--- config.mk ---
export PLATFORM = sky130hd
export DESIGN_NAME = mc_decoder
export DESIGN_NICKNAME = d
export VERILOG_FILES = /design/src/rtl/mc_decoder.sv
export SDC_FILE = /design/constraint.sdc
export NUM_CORES = 1
export LEC_CHECK = 0
export CORE_MARGIN = 4
export CORE_UTILIZATION = 33
export CTS_CLUSTER_SIZE = 12
export DETAILED_ROUTE_END_ITERATION = 7
export MAX_ROUTING_LAYER = met4
export PLACE_DENSITY = 0.84
export SLEW_MARGIN = 0
export SYNTH_ARGS = -nofsm -noshare
export SYNTH_HDL_FRONTEND = slang
export SYNTH_SLANG_ARGS = --single-unit
export TNS_END_PERCENT = 100
--- constraint.sdc ---
create_clock -name CLK -period 2.18 [get_ports CLK]
set_input_delay 0.436 -clock CLK [delete_from_list [all_inputs] [get_ports CLK]]
set_output_delay 0.436 -clock CLK [all_outputs]
set_load 0.02 [all_outputs]
--- src/rtl/mc_decoder.sv ---
// Multicycle control decoder: registered main FSM with Moore outputs,
// a combinational ALU decoder and PC-write logic.
// Ports:
//   CLK, Reset        - clock and synchronous active-high reset
//   Op, Funct, Rd     - instruction fields [27:26], [25:20], [15:12]
//   FlagW, PCS, RegW, MemW - write enables for the condition-gating stage
//   NextPC, IRWrite, AdrSrc, ResultSrc, ALUSrcA, ALUSrcB - datapath control
//   ImmSrc, RegSrc, ALUControl - instruction-field decode
//   State             - current FSM state code (debug only)
module mc_decoder (
  input  logic       CLK,
  input  logic       Reset,
  input  logic [1:0] Op,
  input  logic [5:0] Funct,
  input  logic [3:0] Rd,
  output logic [1:0] FlagW,
  output logic       PCS,
  output logic       RegW,
  output logic       MemW,
  output logic       NextPC,
  output logic       IRWrite,
  output logic       AdrSrc,
  output logic [1:0] ResultSrc,
  output logic [1:0] ALUSrcA,
  output logic [1:0] ALUSrcB,
  output logic [1:0] ImmSrc,
  output logic [1:0] RegSrc,
  output logic [1:0] ALUControl,
  output logic [3:0] State
);

  localparam int unsigned StateW = 4;

  typedef enum logic [StateW-1:0] {
    S_FETCH  = 4'd0,
    S_DECODE = 4'd1,
    S_MEMADR = 4'd2,
    S_MEMRD  = 4'd3,
    S_MEMWB  = 4'd4,
    S_MEMWR  = 4'd5,
    S_EXECR  = 4'd6,
    S_EXECI  = 4'd7,
    S_ALUWB  = 4'd8,
    S_BRANCH = 4'd9
  } state_e;

  state_e state_q, state_d;
  state_e out_state;
  logic   alu_op;
  logic   branch;
  logic   reg_w_raw;
  logic   alu_supported;

  // State register
  always_ff @(posedge CLK) begin
    if (Reset) begin
      state_q <= S_FETCH;
    end else begin
      state_q <= state_d;
    end
  end

  // Next-state logic; unused codes fall into the default and recover to FETCH
  always_comb begin
    state_d = S_FETCH;
    case (state_q)
      S_FETCH:  state_d = S_DECODE;
      S_DECODE: begin
        case (Op)
          2'b01:   state_d = S_MEMADR;
          2'b00:   state_d = Funct[5] ? S_EXECI : S_EXECR;
          2'b10:   state_d = S_BRANCH;
          default: state_d = S_FETCH;
        endcase
      end
      S_MEMADR: state_d = Funct[0] ? S_MEMRD : S_MEMWR;
      S_MEMRD:  state_d = S_MEMWB;
      S_EXECR:  state_d = S_ALUWB;
      S_EXECI:  state_d = S_ALUWB;
      default:  state_d = S_FETCH;
    endcase
  end

  // Moore outputs; while Reset is high they decode as FETCH with writes masked
  always_comb begin
    IRWrite   = 1'b0;
    NextPC    = 1'b0;
    AdrSrc    = 1'b0;
    ALUSrcA   = 2'b00;
    ALUSrcB   = 2'b00;
    ResultSrc = 2'b00;
    alu_op    = 1'b0;
    branch    = 1'b0;
    reg_w_raw = 1'b0;
    MemW      = 1'b0;
    out_state = Reset ? S_FETCH : state_q;
    case (out_state)
      S_FETCH: begin
        IRWrite   = 1'b1;
        NextPC    = 1'b1;
        ALUSrcA   = 2'b01;
        ALUSrcB   = 2'b10;
        ResultSrc = 2'b10;
      end
      S_DECODE: begin
        ALUSrcA   = 2'b01;
        ALUSrcB   = 2'b10;
        ResultSrc = 2'b10;
      end
      S_MEMADR: begin
        ALUSrcB = 2'b01;
      end
      S_MEMRD: begin
        AdrSrc = 1'b1;
      end
      S_MEMWB: begin
        ResultSrc = 2'b01;
        reg_w_raw = 1'b1;
      end
      S_MEMWR: begin
        AdrSrc = 1'b1;
        MemW   = 1'b1;
      end
      S_EXECR: begin
        alu_op = 1'b1;
      end
      S_EXECI: begin
        ALUSrcB = 2'b01;
        alu_op  = 1'b1;
      end
      S_ALUWB: begin
        reg_w_raw = 1'b1;
      end
      S_BRANCH: begin
        ALUSrcA   = 2'b10;
        ALUSrcB   = 2'b01;
        ResultSrc = 2'b10;
        branch    = 1'b1;
      end
      default: ;
    endcase
    if (Reset) begin
      IRWrite = 1'b0;
      NextPC  = 1'b0;
      MemW    = 1'b0;
    end
  end

  // ALU decode: unsupported opcodes yield ADD with no flag writes
  always_comb begin
    ALUControl    = 2'b00;
    alu_supported = 1'b0;
    FlagW         = 2'b00;
    if (alu_op) begin
      alu_supported = 1'b1;
      case (Funct[4:1])
        4'b0100: ALUControl = 2'b00;
        4'b0010: ALUControl = 2'b01;
        4'b0000: ALUControl = 2'b10;
        4'b1100: ALUControl = 2'b11;
        default: begin
          ALUControl    = 2'b00;
          alu_supported = 1'b0;
        end
      endcase
      // Only ADD/SUB update C and V
      if (alu_supported) begin
        FlagW = {Funct[0], Funct[0] & ~ALUControl[1]};
      end
    end
    if (Reset) begin
      FlagW = 2'b00;
    end
  end

  // Register write and PC write (writing R15 redirects the PC)
  always_comb begin
    RegW = reg_w_raw & ~Reset;
    PCS  = ((reg_w_raw & (Rd == 4'hF)) | branch) & ~Reset;
  end

  assign ImmSrc = Op;
  assign RegSrc = {Op == 2'b01, Op == 2'b10};
  assign State  = StateW'(state_q);

endmodule

==> results.md <==
* WL final at roughly 1.6 mm
* Distinct cells, synth at 30
* Critical path data required time at between 1500 and 2000 ps
* Total global routing overflow at 0
* Synth top area share at 0.183
* Power density over the cells at approximately 370 nW/um2
* Initial Utilization at 0.374
* Min Tclk post-route at between 2000 and 2500 ps
* Critical path cell sequence: clkdlybuf4s50_1 > nand4b_1 > buf_4 > a21oi_1 > dlygate4sd2_1
* Syn-to-layout area delta at 110%
* Largest net degree at the start of global routing at 12
* Chip Width at around 44 um
* Skew-Pair Late Insertion Delay at approximately 240 ps
* Share of the synthesized netlist area taken by xor and xnor gates at 0.0800
* Count of placed standard cells including taps at roughly 120
* Number of clock buffers inserted by TritonCTS at 3
* Placeable core region at 1170 um2
* Data arrival, critical path at 1690 ps
* Top-count cell post-synth: sky130_fd_sc_hd__nor3_1
* Maximum frequency from static timing analysis at between 0.4 and 0.5 GHz
* Post-synthesis compound-gate area fraction at 0.146
* Register-to-register path setup slack at between 900 and 1000 ps
* Sw Share at 0.333
* Final core area utilization at 0.785
* GPL Wtd Cong at 0.805
* Net total in the final layout at 130
* Result of the run: finished clean
* Number of antenna violations at the first check in global routing at 0
* Clock edge transition at the registers on the reported setup and hold paths at ~40 ps
* Depth of the CTS H-tree at 1
* Detailed-route vias per instance at just under 5
* Die ar. at about 2000 um2
* Worst clock skew at a little over 2 ps
* Internal power at roughly 0.00023 W
* Number of inserted diodes at 0
* Multi-input combinational cell area at around 320 um2
* Maximum fanout count along the critical path at 3
* Proportion of layout cells with a drive suffix above 1 at 0.316
* Pre-antenna DRT Iters at 4
* Placed Instance Area at roughly 900 um2
* Post-layout total power at approximately 0.00034 W
* Clock Sink Count at 4
* Die Span Y at between 40 and 50 um
* Count of flip-flops with a built-in enable after synthesis at 0
* Clock power share at 0.273
* Classification of the worst-slack hold path: flip-flop to flip-flop
* Leading area contributor after synthesis: sky130_fd_sc_hd__dfxtp_1
* CP endpoint kind: output port
* Cell at the root of the clock tree: sky130_fd_sc_hd__clkbuf_4
* Transition at the pin with the smallest max-transition slack at 256 ps
* Final design instance area without fill at slightly above 900 um2
* Number of warning messages in the yosys log at 0
* Share of synthesized area occupied by flip-flops and latches at 0.183
* Post-detailed-route count of antenna-violating nets at 0
* Final Setup Violations at 0
* Combinational power share at 0.476
* Buffers added on ports at 37
* Iteration-0 DRC Markers at 8
* Count of vias placed by the detailed router at 636
* Number of max-cap violations at 0
* Cell area after synthesis at between 400 and 500 um2
* Net Sw Power at 0.000114 W
* Top cell types by occurrence after synthesis: sky130_fd_sc_hd__nor3_1, sky130_fd_sc_hd__a21oi_1, sky130_fd_sc_hd__inv_1, sky130_fd_sc_hd__nor2_1
* Synthesized area divided by synthesized cell count at a little under 7 um2
* Reported leakage power at 0.463 nW
* Post-Synthesis Net Count at between 70 and 80
* Maximum cell stage delay along the critical path at just over 400 ps
* Worst hold margin at 650 ps
* Number of primary I/O pins at 38
* Commonest register cell after synthesis: sky130_fd_sc_hd__dfxtp_1
* Max-slew headroom at the worst pin at 0.828
* Sum of net half-perimeters after detailed placement at ~1.3 mm
* Startpoint types: primary input
* Final cell count without fillers at 128
* Most area-consuming cells after synthesis: sky130_fd_sc_hd__dfxtp_1, sky130_fd_sc_hd__nor3_1, sky130_fd_sc_hd__buf_4, sky130_fd_sc_hd__a21oi_1, sky130_fd_sc_hd__inv_1
* Share of synthesized cell area in full adder, half adder and majority cells at 0
* Synth Register Bits at 4
* Std cell rows at 12
* Unrepaired setup endpoints after global routing: no
* Critical Setup Path Class: primary input to output port
* Simple-gate portion of the synthesized area at 0.449
* Register share of total power at 0.251
* Number of slew-limit violations in the final report at 0
* Number of fill cells at about 90
* Number of hold violations in the final report at 0
* CP max-delay cell: sky130_fd_sc_hd__clkdlybuf4s50_1
* Routed len/inst at between 10 and 15 um
* Worst ir drop on vdd at approximately 320 uV
* Vias in the first global route at 670
* Combinational family with the most area after synthesis: simple AND/OR/NAND/NOR gates
* CTS tree: built
* FFs w/ async S/R, synth at 0
* Fin crit share at 0.975
* Bufs on Longest Clock Path at 2
* # DRC at 0
* Mux share of post-synthesis cell area at 0
* Post-Syn Instances at 64
* Area of all sequential standard cells at 81.3 um2
* Max FFs per register at 4
* CTS hold repair buffers at 0
* All-Layer GR Usage at 0.192
* First-pass GRT wire length at between 2 and 3 mm
-- routing by layer --
layer | vias up | global-route usage | share of wire
li1 | 320 | - | -
met1 | 278 | 0.180 | 0.36
met2 | 33 | 0.355 | 0.52
met3 | 5 | 0.0569 | 0.096
met4 | 0 | 0.0843 | 0.018
met5 | - | - | 0
-- path summary, 6_finish.rpt --
| path | start | to | cells past startpoint |
|---|---|---|---|
| worst min-delay path | State[3] | State[3] | 2 |
| worst min register to register | State[3] | State[3] | 2 |
| worst max-delay path | Funct[1] | ALUControl[0] | 5 |
| worst max register to register | State[1] | State[1] | 3 |
-- critical path: cells and delay by family --
kind / cells / cell delay (ps)
AOI/OAI and AO/OA: 1 / 100
buffers and inverters: 3 / 930
and+or+nand+nor: 1 / 220
-- what timing repair did --
action	CTS	global route
endpoints found under the hold margin	0	0
gates resized for setup	34	11
buffers inserted	0	1
pin swaps	1	1
endpoints found under the setup margin	16	6
cloned	0	0
-- layout by cell type, fill, tap and decap left out, types with 3 or more instances in the layout --
cell | netlist | layout
sky130_fd_sc_hd__dlymetal6s2s_1 | 0 | 3
sky130_fd_sc_hd__buf_2 | 2 | 3
sky130_fd_sc_hd__dlygate4sd2_1 | 0 | 9
sky130_fd_sc_hd__nor3_1 | 6 | 5
sky130_fd_sc_hd__buf_4 | 4 | 18
sky130_fd_sc_hd__nor2_1 | 5 | 4
sky130_fd_sc_hd__inv_1 | 5 | 5
sky130_fd_sc_hd__clkbuf_4 | 0 | 3
sky130_fd_sc_hd__dfxtp_1 | 4 | 3
sky130_fd_sc_hd__clkbuf_2 | 0 | 3
sky130_fd_sc_hd__a21oi_1 | 5 | 5
sky130_fd_sc_hd__clkdlybuf4s50_1 | 0 | 18
-- layout make-up --
class,count,area share
inverter,5,0.0204
clock buffer,3,0.0245
timing repair buffer,54,0.502
sequential,4,0.0884
tap,14,0.0190
multi-input combinational,48,0.346
-- logic make-up after synthesis --
logic type / Yosys count
buffers and inverters: 12
AO/OA/AOI/OAI: 11
XOR/XNOR: 4
AND/OR/NAND/NOR: 33
flip-flops: 4
-- stage by stage --
step	setup slack (ps)	TNS, ps
detailed placement	-580	-5040
global route	5.74	0
CTS	10.9	0
global placement	-473	-4830
floorplan	99.8	0
finish	53.9	0
-- power by group through the flow --
stage	logic (W)	clock network [W]	registers [W]
after floorplan	0.0000763	0	0.0000899
after global placement	0.000165	0	0.0000857
after detailed placement	0.000169	0	0.0000858
after CTS	0.000163	0.0000953	0.0000863
after global routing	0.000178	0.000104	0.0000870
final	0.000163	0.0000934	0.0000861
Power figures use the tool's default switching activity.
